`src/rtl/sdmem_arb_pkg.sv`:
```
// Shared types and constants for the sdatamem port arbiter.
package sdmem_arb_pkg;

  typedef enum logic {ST_IDLE, ST_VEC} state_e;

  typedef enum logic [1:0] {GNT_NONE, GNT_SCALAR, GNT_VECTOR} grant_e;

  localparam logic [1:0] SZ_BYTE = 2'b00;
  localparam logic [1:0] SZ_HALF = 2'b01;
  localparam logic [1:0] SZ_WORD = 2'b10;

endpackage

```
`src/rtl/sdmem_vec_agen.sv`:
```
// Vector burst address generator: element address, index and remaining count.
module sdmem_vec_agen #(
  parameter int unsigned DATA_WIDTH = 32,
  parameter int unsigned CNT_W      = 7
) (
  input  logic                  clk,
  input  logic                  rst,
  input  logic                  load,
  input  logic [DATA_WIDTH-1:0] base,
  input  logic [DATA_WIDTH-1:0] stride,
  input  logic [CNT_W-1:0]      count,
  input  logic                  advance,
  output logic [DATA_WIDTH-1:0] addr,
  output logic [CNT_W-1:0]      idx,
  output logic [CNT_W-1:0]      rem,
  output logic                  last
);

  // Signed stride adds modulo 2^DATA_WIDTH, so plain unsigned addition wraps correctly.
  always_ff @(posedge clk) begin
    if (rst) begin
      addr <= '0;
      idx  <= '0;
      rem  <= '0;
    end else if (load) begin
      addr <= base;
      idx  <= '0;
      rem  <= count;
    end else if (advance) begin
      addr <= addr + stride;
      idx  <= idx + CNT_W'(1);
      rem  <= rem - CNT_W'(1);
    end
  end

  assign last = (rem == CNT_W'(1));

endmodule

```
`src/rtl/sdmem_arbiter.sv`:
```
// Arbitrates the single sdatamem port between scalar accesses and expanded vector bursts.
// Optional bounds/alignment check enabled by defining SDMEM_ARB_BOUNDS_EN.
module sdmem_arbiter
  import sdmem_arb_pkg::*;
#(
  parameter int unsigned DATA_WIDTH = 32,
  parameter int unsigned MAX_VL     = 64,
  parameter int unsigned MEM_SIZE   = 1024,
  parameter int unsigned CNT_W      = $clog2(MAX_VL + 1)
) (
  input  logic                  clk,
  input  logic                  rst,
  input  logic                  s_req_valid_i,
  output logic                  s_req_ready_o,
  input  logic                  s_we_i,
  input  logic [1:0]            s_size_i,
  input  logic [DATA_WIDTH-1:0] s_addr_i,
  input  logic [DATA_WIDTH-1:0] s_wdata_i,
  output logic                  s_rsp_valid_o,
  output logic [DATA_WIDTH-1:0] s_rsp_rdata_o,
  input  logic                  v_req_valid_i,
  output logic                  v_req_ready_o,
  input  logic                  v_we_i,
  input  logic [1:0]            v_size_i,
  input  logic [DATA_WIDTH-1:0] v_base_i,
  input  logic [DATA_WIDTH-1:0] v_stride_i,
  input  logic [CNT_W-1:0]      v_count_i,
  input  logic                  v_wdata_valid_i,
  output logic                  v_wdata_ready_o,
  input  logic [DATA_WIDTH-1:0] v_wdata_i,
  output logic                  v_rsp_valid_o,
  output logic [DATA_WIDTH-1:0] v_rsp_rdata_o,
  output logic [CNT_W-1:0]      v_rsp_idx_o,
  output logic                  v_done_o,
  output logic                  rsp_err_o,
  output logic                  mem_read_o,
  output logic                  mem_write_o,
  output logic [1:0]            mem_size_o,
  output logic [DATA_WIDTH-1:0] mem_addr_o,
  output logic [DATA_WIDTH-1:0] mem_wdata_o,
  input  logic [DATA_WIDTH-1:0] mem_rdata_i
);

`ifdef SDMEM_ARB_BOUNDS_EN
  localparam bit BOUNDS_EN = 1'b1;
`else
  localparam bit BOUNDS_EN = 1'b0;
`endif
  localparam logic [DATA_WIDTH-1:0] ADDR_LIMIT = DATA_WIDTH'(MEM_SIZE - 3);

  state_e                  state_q, state_d;
  grant_e                  gnt;
  logic                    rr_vec_q;
  logic                    we_q;
  logic [1:0]              size_q;
  logic                    accept;
  logic                    s_cand, v_cand;
  logic [DATA_WIDTH-1:0]   v_addr;
  logic [CNT_W-1:0]        v_idx, v_rem;
  logic                    v_last;
  logic [DATA_WIDTH-1:0]   acc_addr, acc_wdata;
  logic [1:0]              acc_size;
  logic                    acc_we, bad, go;

  sdmem_vec_agen #(
    .DATA_WIDTH(DATA_WIDTH),
    .CNT_W     (CNT_W)
  ) u_agen (
    .clk    (clk),
    .rst    (rst),
    .load   (accept && (v_count_i != '0)),
    .base   (v_base_i),
    .stride (v_stride_i),
    .count  (v_count_i),
    .advance(gnt == GNT_VECTOR),
    .addr   (v_addr),
    .idx    (v_idx),
    .rem    (v_rem),
    .last   (v_last)
  );

  always_ff @(posedge clk) begin
    if (rst) state_q <= ST_IDLE;
    else     state_q <= state_d;
  end

  // Grant selection and next state; nothing is granted while reset is held.
  always_comb begin
    state_d = state_q;
    gnt     = GNT_NONE;
    accept  = 1'b0;
    s_cand  = s_req_valid_i;
    v_cand  = (state_q == ST_VEC) && (v_rem != '0) && (!we_q || v_wdata_valid_i);
    if (!rst) begin
      if (s_cand && v_cand) gnt = rr_vec_q ? GNT_SCALAR : GNT_VECTOR;
      else if (s_cand)      gnt = GNT_SCALAR;
      else if (v_cand)      gnt = GNT_VECTOR;
      accept = (state_q == ST_IDLE) && v_req_valid_i;
    end
    if (accept && (v_count_i != '0)) state_d = ST_VEC;
    if ((gnt == GNT_VECTOR) && v_last) state_d = ST_IDLE;
  end

  // Memory port mux; a rejected access is still granted but never reaches memory.
  always_comb begin
    acc_addr  = (gnt == GNT_VECTOR) ? v_addr    : s_addr_i;
    acc_wdata = (gnt == GNT_VECTOR) ? v_wdata_i : s_wdata_i;
    acc_size  = (gnt == GNT_VECTOR) ? size_q    : s_size_i;
    acc_we    = (gnt == GNT_VECTOR) ? we_q      : s_we_i;
    bad       = BOUNDS_EN && ((acc_addr >= ADDR_LIMIT) ||
                              ((acc_size == SZ_HALF) && acc_addr[0]) ||
                              (acc_size[1] && (acc_addr[1:0] != 2'b00)));
    go          = (gnt != GNT_NONE) && !bad;
    mem_read_o  = go && !acc_we;
    mem_write_o = go && acc_we;
    mem_addr_o  = go ? acc_addr  : '0;
    mem_wdata_o = go ? acc_wdata : '0;
    mem_size_o  = go ? acc_size  : 2'b00;
  end

  assign s_req_ready_o   = (gnt == GNT_SCALAR);
  assign v_req_ready_o   = (state_q == ST_IDLE) && !rst;
  assign v_wdata_ready_o = (gnt == GNT_VECTOR) && we_q;

  always_ff @(posedge clk) begin
    if (rst) begin
      rr_vec_q      <= 1'b1;
      we_q          <= 1'b0;
      size_q        <= 2'b00;
      s_rsp_valid_o <= 1'b0;
      s_rsp_rdata_o <= '0;
      v_rsp_valid_o <= 1'b0;
      v_rsp_rdata_o <= '0;
      v_rsp_idx_o   <= '0;
      v_done_o      <= 1'b0;
      rsp_err_o     <= 1'b0;
    end else begin
      s_rsp_valid_o <= (gnt == GNT_SCALAR);
      s_rsp_rdata_o <= ((gnt == GNT_SCALAR) && mem_read_o) ? mem_rdata_i : '0;
      v_rsp_valid_o <= (gnt == GNT_VECTOR);
      v_rsp_rdata_o <= ((gnt == GNT_VECTOR) && mem_read_o) ? mem_rdata_i : '0;
      v_rsp_idx_o   <= (gnt == GNT_VECTOR) ? v_idx : '0;
      v_done_o      <= ((gnt == GNT_VECTOR) && v_last) || (accept && (v_count_i == '0));
      rsp_err_o     <= (gnt != GNT_NONE) && bad;
      if (gnt != GNT_NONE) rr_vec_q <= (gnt == GNT_VECTOR);
      if (accept) begin
        we_q   <= v_we_i;
        size_q <= v_size_i;
      end
    end
  end

endmodule
```
`config.mk`:
```
export PLATFORM = sky130hd
export DESIGN_NAME = sdmem_arbiter
export DESIGN_NICKNAME = d
export VERILOG_FILES = /design/src/rtl/sdmem_arb_pkg.sv /design/src/rtl/sdmem_vec_agen.sv /design/src/rtl/sdmem_arbiter.sv
export SDC_FILE = /design/constraint.sdc
export NUM_CORES = 1
export LEC_CHECK = 0
export CORE_AREA = 2 2 137 139
export DETAILED_ROUTE_END_ITERATION = 8
export DIE_AREA = 0 0 139 141
export PLACE_DENSITY = 0.8
export SETUP_SLACK_MARGIN = 0.3
export SLEW_MARGIN = 20
export SYNTH_ARGS = -nofsm -noshare
export SYNTH_HDL_FRONTEND = slang
export SYNTH_HIERARCHICAL = 1
export SYNTH_SLANG_ARGS = --single-unit
```
`constraint.sdc`:
```
create_clock -name clk -period 4 [get_ports clk]
set_input_delay 1.2 -clock clk [delete_from_list [all_inputs] [get_ports clk]]
set_output_delay 1.2 -clock clk [all_outputs]
set_load 0.005 [all_outputs]
```
After elaboration in Yosys (flattened, before gate mapping). Cells that the tools add are included.

Register bits after elaboration: 125. Input bits: 210. Output and inout bits: 146. Logic and storage cells: 68.

Add/subtract/negate cells: 3. Equality and inequality tests: 3. Multiplexer cells: 17. Bitwise logic cells: 4. Reductions and logical operators: 28.

Operator list (number): 32-bit 2-to-1 mux (6); 32-bit adder (1); 2-bit 2-to-1 mux (7); 7-bit 2-to-1 mux (2); 7-bit nonzero test (2); 1-bit logical AND (13); 2-bit OR reduction (5); 7-bit by 1-bit adder with 7-bit output (second input constant) (1); 7-bit by 1-bit equality test with 1-bit output (second input constant) (1); 7-bit zero test (1); 7-bit by 1-bit subtractor with 7-bit output (second input constant) (1); 1-bit NOT (4); 2-bit nonzero test (2); 1-bit zero test (3); 2-bit by 1-bit equality test with 1-bit output (second input constant) (1); 2-bit equality test (second input constant) (1); 1-bit logical OR (2); 1-bit 2-to-1 mux (2).

Longest topological paths before layout. Gate-level depths: netlist of run 1.

Depth in word-level cells: 14. Mapped depth: 12.

Modules after synthesis. The synthesis of run 1 kept the hierarchy.

Modules (own cells, without submodules): sdmem_vec_agen (times used 1, cells each 483, area each 3748.6 um^2, sequential area each 920.9 um^2); sdmem_arbiter (times used 1, cells each 281, area each 3014.1 um^2, sequential area each 1581.5 um^2).

Worst setup path after synthesis of run 1. OpenSTA, ideal clock, no wires.

Path kind: input to register. Start point: input v_count_i[2]. End point: register u_agen.addr[28]. Library setup time: 0.062 ns. Arrival time: 3.613 ns. Data required time: 3.938 ns. Setup slack: 0.325 ns. Stages on the path: 9. Path buffers: 2. Cells stage by stage: or4_1 nor4_1 nor3_1 or2_2 clkbuf_1 or2_2 clkbuf_1 or4_1 nand3_1.

Word-level cells in the longest chain between the ends: 3. Elaborated cells between the ends (all ways): 4. Classes of those cells: mux: 1; reduce/logical: 3.

RTL lines: start, declared (RTL line sdmem_arbiter.sv:27) `input logic [CNT_W-1:0] v_count_i,`; 7-bit nonzero test * (RTL line sdmem_arbiter.sv:71) `.load (accept && (v_count_i != '0)),`; 1-bit logical AND * (RTL line sdmem_arbiter.sv:71); 32-bit 2-to-1 mux / 2-bit nonzero test (equally long branches); end signal, assigned (RTL line sdmem_vec_agen.sv:26) `addr <= base;`; end signal, assigned (RTL line sdmem_vec_agen.sv:30) `addr <= addr + stride;`; end, declared (RTL line sdmem_vec_agen.sv:13) `output logic [DATA_WIDTH-1:0] addr,`.

Mark *: on every way between the ends. The rest lies on a longest branch, timed or not. A chain may end at the register's enable or synchronous reset.

Worst setup path after layout of run 1.
Start point: input v_wdata_valid_i. End point: output mem_addr_o[21].

Word-level cells in the longest chain between the ends: 9. Elaborated cells between the ends (all ways): 11. Classes of those cells: eq/ne: 1; mux: 6; reduce/logical: 4.

RTL lines: start, declared (RTL line sdmem_arbiter.sv:28) `input logic v_wdata_valid_i,`; 1-bit logical OR * (RTL line sdmem_arbiter.sv:93) `v_cand = (state_q == ST_VEC) && (v_rem != '0) && (!we_q || v_wdata_valid_i);`; 1-bit logical AND * (RTL line sdmem_arbiter.sv:93); 2-bit 2-to-1 mux (RTL line sdmem_arbiter.sv:97) `else if (v_cand) gnt = GNT_VECTOR;`; 2-bit 2-to-1 mux (RTL line sdmem_arbiter.sv:96) `else if (s_cand) gnt = GNT_SCALAR;`; 2-bit 2-to-1 mux * (RTL line sdmem_arbiter.sv:95) `if (s_cand && v_cand) gnt = rr_vec_q ? GNT_SCALAR : GNT_VECTOR;`; 2-bit 2-to-1 mux * (RTL line sdmem_arbiter.sv:94) `if (!rst) begin`; 2-bit equality test (RTL line sdmem_arbiter.sv:106) `acc_addr = (gnt == GNT_VECTOR) ? v_addr : s_addr_i;`; 32-bit 2-to-1 mux (RTL line sdmem_arbiter.sv:106); 32-bit 2-to-1 mux * (RTL line sdmem_arbiter.sv:116) `mem_addr_o = go ? acc_addr : '0;`; end, declared (RTL line sdmem_arbiter.sv:39) `output logic [DATA_WIDTH-1:0] mem_addr_o,`.

Marked as above.

==> impl_metrics.ini, run 1 <==
[run]
maxCapViolCount = 0

[synth]
yosysSeqAreaShare = 0.370
muxShareOfSynthArea = 0.0196
synth.area.top_cells = dfxtp_1, a22o_1, and2_1
postSynthAreaPerCell_um2 = 8.85
synth-simple-area-share = 0.205
synth_edf_count = 0
syn_area_um2 = 6760
synthXorXnorAreaFrac = 0.0414
synth_fa_ha_area_frac = 0.0659
synth.distinct_cells = 71
yosysTopAreaCell = dfxtp_1
synth_nets = 1009
synth_top_family_by_area = compound AO/OA/AOI/OAI gates
synth_flop_cell = dfxtp_1
synth-seq-cells = 125
yosys_warnings = 6
postSynthCellCount = 764
synth-compound-area-share = 0.253
async_flop_share = 0
yosys.area.top_type_share = 0.370

[route]
drt-initial-drc-count = 415
antenna_left = 0
wl_per_cell_um = 18.9
totalWireLength_um = 27000
vias = 7498
via_per_inst = 5.25
drc_errors = 0
firstDrtPassIters = 5

[clock_network]
cts_buffers = 17
cts_htree_levels = 4
cts_hold_buf = 0
cts_tree = yes
clk_pin_slew_ns = 0.06
clock-sinks = 125
cts_buffer_depth = 2
cts_root_buffer = clkbuf_16
clk_latency_ns = 0.41

[timing]
period_minus_slack_ns = 3.81
fin_tns_setup_ns = 0
period_share = 0.952
setup_viol = 0
rsz0062_at_grt = true
worst_slew_pin_slew_ns = 0.816
fmax_mhz = 263
hold_viol = 0
fin_skew_ns = 0.0105
relSlewSlack = 0.456
drv_slew = 0

[critical_path]
cp_max_fo = 5
crit_arrival_ns = 2.61
r2r_setup_slack_ns = 0.63
crit_type = input port to output port
setup.worst_path.end_class = output port
start_kind = input port
crit_required_ns = 2.80

[finish]
syn_to_final_growth_pct = 75.7
drive_above_1_share = 0.193
instances_no_fill = 1429
diodes = 0
fin_util = 0.651
final_common_cell = clkdlybuf4s50_1
final_area_um2 = 11900
final_cell_mix = clkdlybuf4s50_1, dfxtp_1, and2_1
num-fill-cells = 1545
layout.nets = 1429

[global_routing]
gr-total-overflow = 0
antenna_found_initial = 0
grt_use_total = 0.260
first_global_vias = 7192
grt_max_degree = 77
grt_pass1_wl_um = 40100

[floorplan]
num_rows = 50
die_x_um = 139
top_level_ports = 356
dieArea_um2 = 19600
start_util = 0.370
die_height_um = 141
core_um2 = 18300

[placed_design]
dp_cells = 1348
gp_congestion = 0.940
place_area_um2 = 10800
dp_hpwl_um = 18800
portBuffers = 354

[pwr]
fin_total_pwr_uw = 3880
cellPowerDensity_nw_per_um2 = 327
p_leak_uw = 0.00510
ir_drop_v = 0.000307

[status]
status = complete, no violations

[min_path]
holdCritPathClass = flip-flop to flip-flop
## synth_stat cells, drive strengths merged (3+ instances only)
cell type	instances
nor3b	8
o31ai	4
a21oi	72
nand2b	5
a211o	4
o21a	3
ha	34
mux2i	11
o22ai	3
a211oi	11
nand4	6
o21ai	24
or3	5
xnor2	19
and3	4
a22o	68
nor3	8
xor2	13
nor4	7
nand3	13
nand2	41
a21o	14
inv	19
and2	77
nor2b	10
clkbuf	35
or2	3
buf	12
o21bai	4
a221oi	7
nor2	64
dfxtp	125
## layout make-up
cell class / instances / area, um2 / share of cell area
Clock buffer: 17 / 425 / 0.0358
Clock inverter: 13 / 143 / 0.0120
Inverter: 19 / 71.3 / 0.00600
Multi-Input combinational cell: 573 / 4030 / 0.339
Sequential cell: 125 / 2500 / 0.211
Tap cell: 234 / 293 / 0.0246
Timing Repair Buffer: 448 / 4420 / 0.372
## sequential cells by signal, summed over array words and instances (netlist names)
register	flops
rr_vec_q	1
size_q	2
v_done_o	1
v_rsp_rdata_o	32
v_rsp_idx_o	7
v_rsp_valid_o	1
state_q	1
u_agen/rem	7
u_agen/idx	7
u_agen/addr	32
we_q	1
s_rsp_valid_o	1
s_rsp_rdata_o	32
## where the power goes
part | internal, uW | leakage [uW] | switching (uW)
Clock | 914 | 0.000276 | 593
Sequential | 1300 | 0.00102 | 45.4
Combinational | 594 | 0.00381 | 436
Total | 2810 | 0.00510 | 1080
## cells by family (layout without fill, tap and decap cells)
| kind of cell | Yosys count | after routing |
|---|---|---|
| AO/OA/AOI/OAI | 235 | 235 |
| XOR/XNOR | 32 | 32 |
| adder cells (fa/ha/maj) | 35 | 35 |
| buffers and inverters | 66 | 497 |
| flip-flops | 125 | 125 |
| multiplexers | 13 | 13 |
| other | 1 | 1 |
| AND/OR/NAND/NOR | 257 | 257 |
## path summary, 6_finish.rpt
kind / cells past startpoint / start / end
min: 2 / size_q[1]$_SDFFE_PP0P_ / size_q[1]$_SDFFE_PP0P_
max reg2reg: 18 / u_agen/rem[0]$_SDFFE_PP0P_ / u_agen/addr[30]$_SDFFE_PP0P_
max: 11 / v_wdata_valid_i / mem_addr_o[21]
min reg2reg: 2 / size_q[1]$_SDFFE_PP0P_ / size_q[1]$_SDFFE_PP0P_
## layer usage
metal  vias up  part of all wire  track usage
met5         -                 0            0
met4         0             0.039        0.124
met3        60             0.054       0.0425
met2       318              0.50        0.454
met1      3509              0.41        0.313
li1       3611                 -            -
## metrics by stage
stage / worst slack (ns) / hold WS, ns
after floorplan: 0.325 / 0.437
after global placement: -0.343 / 0.449
after detailed placement: -0.408 / 0.457
after CTS: 0.107 / 0.464
after global routing: 0.134 / 0.487
final: 0.191 / 0.461
## worst max-delay path, stage by stage
cell       delay (ns)
buf_6            0.07
nor2b_4          0.03
buf_6            0.11
a2111oi_4        0.27
nor2_4           0.08
buf_6            0.13
buf_12           0.12
buf_16           0.14
buf_12           0.13
a22o_1           0.18
buf_2            0.13
## repair_timing
item	4_1_cts	5_1_grt
pin swaps	12	17
resized for setup	312	18
endpoints found under the setup margin	70	80
gates cloned	13	0
setup buffers	31	7
Power figures use the tool's default switching activity.
==> run 2, diff against run 1 <==
DONT_BUFFER_PORTS = 1   (was default)
PLACE_DENSITY = default   (was 0.8)
PLACE_DENSITY_LB_ADDON = 0.15   (was default)
==> impl_metrics.ini, run 2 (synthesized netlist as in run 1, its figures left out) <==
[clock_network]
cts_htree_levels = 4
clk_latency_ns = 0.42
cts_root_buffer = clkbuf_16
clk_pin_slew_ns = 0.05
clock-sinks = 125
cts_tree = yes
cts_buffers = 17
cts_hold_buf = 0
cts_buffer_depth = 2

[finish]
drive_above_1_share = 0.0910
syn_to_final_growth_pct = 11.7
final_common_cell = dfxtp_1
top_regs = s_rsp_rdata_o x32, u_agen/addr x32, v_rsp_rdata_o x32
final_cell_mix = dfxtp_1, and2_1, a21oi_1
layout.nets = 991

[global_routing]
antenna_found_initial = 7
grt_max_degree = 79
grt_use_total = 0.209
gr-total-overflow = 0
grt_pass1_wl_um = 31600
first_global_vias = 5440

[pwr]
power_switching_uw = 956
power_frac_seq = 0.396
p_clk_frac = 0.447
p_leak_uw = 0.00308
cellPowerDensity_nw_per_um2 = 452
ir_drop_v = 0.000321
p_int_uw = 2460
combPwrFrac = 0.158
swShare = 0.280

[timing]
setup_viol = 0
period_minus_slack_ns = 3.64
relSlewSlack = 0.469
fin_tns_setup_ns = 0
layout_setup_ws_ns = 0.360
worst_slew_pin_slew_ns = 0.796
fin_skew_ns = 0.0105
rsz0062_at_grt = true
period_share = 0.910
fmax_mhz = 275
hold_viol = 0
drv_slew = 0
whs_ns = 0.461

[placed_design]
dp_slack_ns = 0.129
portBuffers = 0
dp_hpwl_um = 16500
gp_congestion = 0.914

[critical_path]
start_kind = input port
crit_required_ns = 2.80
cp_slowest_cell = clkbuf_16
crit_arrival_ns = 2.44
path_buf_inv = 1
r2r_setup_slack_ns = 0.99
path_cells = nand2_1, nand2b_1, nor4_4, clkbuf_16, a22o_1
setup.worst_path.end_class = output port
crit_type = input port to output port
critPathMaxStageDelay_ns = 0.37
reg2reg_depth = 11
critPathTopFamily = simple AND/OR/NAND/NOR gates
critical_path_depth = 5
cp_max_fo = 78

[floorplan]
start_util = 0.370
die_height_um = 141
top_level_ports = 356
dieArea_um2 = 19600
core_um2 = 18300
die_x_um = 139
num_rows = 50

[route]
antenna_left = 0
totalWireLength_um = 21400
firstDrtPassIters = 7
wl_per_cell_um = 21.4
via_per_inst = 5.66
drc_errors = 0
vias = 5653
drt-initial-drc-count = 274

[min_path]
whs_path_depth = 2
holdCritPathClass = flip-flop to flip-flop

[run]
maxCapViolCount = 0

[status]
status = complete, no violations
-- run 2: changes by cell type in the layout (fill, tap and decap cells not counted), moves of 7 or more --
| cell | previous run | this run |
|---|---|---|
| diode_2 | 0 | 7 |
| buf_4 | 54 | 8 |
| buf_2 | 66 | 0 |
| clkdlybuf4s50_1 | 281 | 0 |
| buf_6 | 13 | 0 |
| buf_12 | 14 | 1 |
| buf_16 | 11 | 0 |
-- run 2: layout make-up --
type | count | area, um2
sequential | 125 | 2500
inverter | 19 | 71.3
timing repair buffer | 10 | 105
fill | 1837 | 10700
multi-input combinational | 573 | 3980
tap | 234 | 293
clock buffer | 21 | 480
clock inverter | 10 | 103
antenna | 7 | 17.5
-- run 2: timing repair --
action	in CTS	in global routing
setup endpoints to repair	0	66
setup buffers	0	2
gates resized for setup	0	2
-- run 2: metal layers --
metal | global-route usage | share of wire | up-vias
li1 | - | - | 2725
met3 | 0.0540 | 0.064 | 33
met2 | 0.367 | 0.52 | 233
met1 | 0.230 | 0.38 | 2662
met4 | 0.116 | 0.038 | 0
met5 | 0 | 0 | -
-- run 2: worst min-delay path, delay by kind of cell (launching register included) --
| kind | cells | cell delay (ns) |
|---|---|---|
| compound gates | 1 | 0.05 |
| flops | 1 | 0.31 |
| simple gates | 1 | 0.05 |
-- run 2: power groups by stage --
stage	Sequential, uW	Clock (uW)	Combinational (uW)
final	1350	1530	538
after global routing	1360	1620	602
after CTS	1350	1570	534
after detailed placement	1380	0	531
after global placement	1380	0	526
after floorplan	1360	0	451
-- run 2: path summary, 6_finish.rpt --
path / startpoint / to
worst max-delay path: s_req_valid_i / mem_addr_o[19]
worst min-delay path: size_q[1]$_SDFFE_PP0P_ / size_q[1]$_SDFFE_PP0P_
worst max register to register: u_agen/rem[0]$_SDFFE_PP0P_ / u_agen/rem[5]$_SDFFE_PP0P_
worst min register to register: size_q[1]$_SDFFE_PP0P_ / size_q[1]$_SDFFE_PP0P_
-- run 2: stage by stage --
stage / cells / util / cell area (um2) / total power (uW)
CTS: 990 / 0.411 / 7510 / 3450
floorplan: 764 / - / 6760 / 1810
finish: 999 / 0.414 / 7560 / 3410
global route: 999 / 0.414 / 7560 / 3570
detailed placement: 959 / 0.379 / 6930 / 1910
global placement: 959 / 0.379 / 6930 / 1900
==> run 3, diff against run 2 <==
clock period = 4.2 ns   (was 4 ns; I/O delays follow)
==> impl_metrics.ini, run 3 (synthesized netlist as in run 1, its figures left out) <==
[status]
status = complete, no violations

[clock_network]
cts_setup_buffers = 0
cts_tree = yes
cts_htree_levels = 4
cts_resized = 0
clock-sinks = 125
clk_pin_slew_ns = 0.05
cts_buffer_depth = 2
cts_buffers = 17
cts_root_buffer = clkbuf_16
clk_latency_ns = 0.41
cts_hold_buf = 0

[pwr]
cellPowerDensity_nw_per_um2 = 443
ir_drop_v = 0.000268
p_leak_uw = 0.00307

[run]
maxCapViolCount = 0

[floorplan]
num_rows = 50
die_x_um = 139
core_um2 = 18300
dieArea_um2 = 19600
start_util = 0.370
top_level_ports = 356
die_height_um = 141

[critical_path]
setup.worst_path.end_class = output port
start_kind = input port
cp_max_fo = 77
crit_required_ns = 2.94
crit_arrival_ns = 2.54
crit_type = input port to output port

[timing]
hold_viol = 0
whs_ns = 0.459
fin_skew_ns = 0.00829
worst_slew_pin_slew_ns = 0.769
setup_viol = 0
relSlewSlack = 0.487
fmax_mhz = 263
rsz0062_at_grt = false
period_minus_slack_ns = 3.80
fin_tns_setup_ns = 0
period_share = 0.905
drv_slew = 0

[route]
antenna_left = 0
via_per_inst = 5.73
wl_per_cell_um = 21.3
totalWireLength_um = 21200
vias = 5699
drt-initial-drc-count = 233
drc_errors = 0
firstDrtPassIters = 7

[global_routing]
antenna_found_initial = 6
grt_use_total = 0.205
grt_pass1_wl_um = 31300
grt_max_degree = 78
first_global_vias = 5417
gr-total-overflow = 0

[placed_design]
dp_cells = 958
portBuffers = 0
gp_congestion = 0.889
dp_hpwl_um = 16400

[finish]
drive_above_1_share = 0.0836
final_common_cell = dfxtp_1
syn_to_final_growth_pct = 12.0
top_regs = s_rsp_rdata_o x32, u_agen/addr x32, v_rsp_rdata_o x32
instances_no_fill = 994
final_cell_mix = dfxtp_1, and2_1, a21oi_1
layout.nets = 988

[min_path]
holdCritPathClass = flip-flop to flip-flop
-- run 3: cell count changes in the layout (fill, tap and decap cells not counted), sizes merged --
cell and delta:
bufinv +3, clkinv -1, buf -2, clkinvlp +2, diode -1, clkbuf -2
inv -4
-- run 3: routing by layer --
layer / wire length [um] / track usage / vias to the layer above / part of all wire
met2: 10800 / 0.349 / 237 / 0.51
met1: 8320 / 0.233 / 2717 / 0.39
met3: 1340 / 0.0605 / 33 / 0.063
met5: 0 / 0 / - / 0
li1: - / - / 2712 / -
met4: 767 / 0.108 / 0 / 0.036
-- run 3: worst paths after layout --
path | from | cells after the start | slack (ns) | to
worst max-delay path | rst | 4 | 0.40 | mem_wdata_o[11]
worst min-delay path | size_q[1]$_SDFFE_PP0P_ | 2 | 0.46 | size_q[1]$_SDFFE_PP0P_
worst max register to register | u_agen/addr[0]$_SDFFE_PP0P_ | 10 | 1.15 | u_agen/addr[24]$_SDFFE_PP0P_
worst min register to register | size_q[1]$_SDFFE_PP0P_ | 2 | 0.46 | size_q[1]$_SDFFE_PP0P_
-- run 3: cell type report --
| class | instances | area, um2 |
|---|---|---|
| flip-flops and latches | 125 | 2500 |
| diodes | 6 | 15.0 |
| well taps | 234 | 293 |
| inverters | 19 | 71.3 |
| repair buffers | 7 | 90.1 |
| fillers | 1808 | 10700 |
| clock buffers | 20 | 457 |
| clock inverters | 10 | 164 |
| multi-input cells | 573 | 3980 |
-- run 3: worst max-delay path, cell delays in order --
cell and delay, ns:
nand2b_1 0.22, nor4_4 0.38, buf_12 0.34, a22o_1 0.27
-- run 3: stage by stage --
stage                     instance area (um2)  setup slack [ns]  total power, uW  utilization
after floorplan                          6760             0.465             1720            -
after global placement                   6940             0.308             1810        0.380
after detailed placement                 6940             0.248             1820        0.380
after CTS                                7560             0.388             3390        0.414
after global routing                     7570             0.325             3510        0.414
final                                    7570             0.398             3350        0.414
-- run 3: where the power goes --
part	switching, uW	total, uW	internal [uW]
sequential	47.0	1290	1240
combinational	294	511	217
clock	534	1550	1020
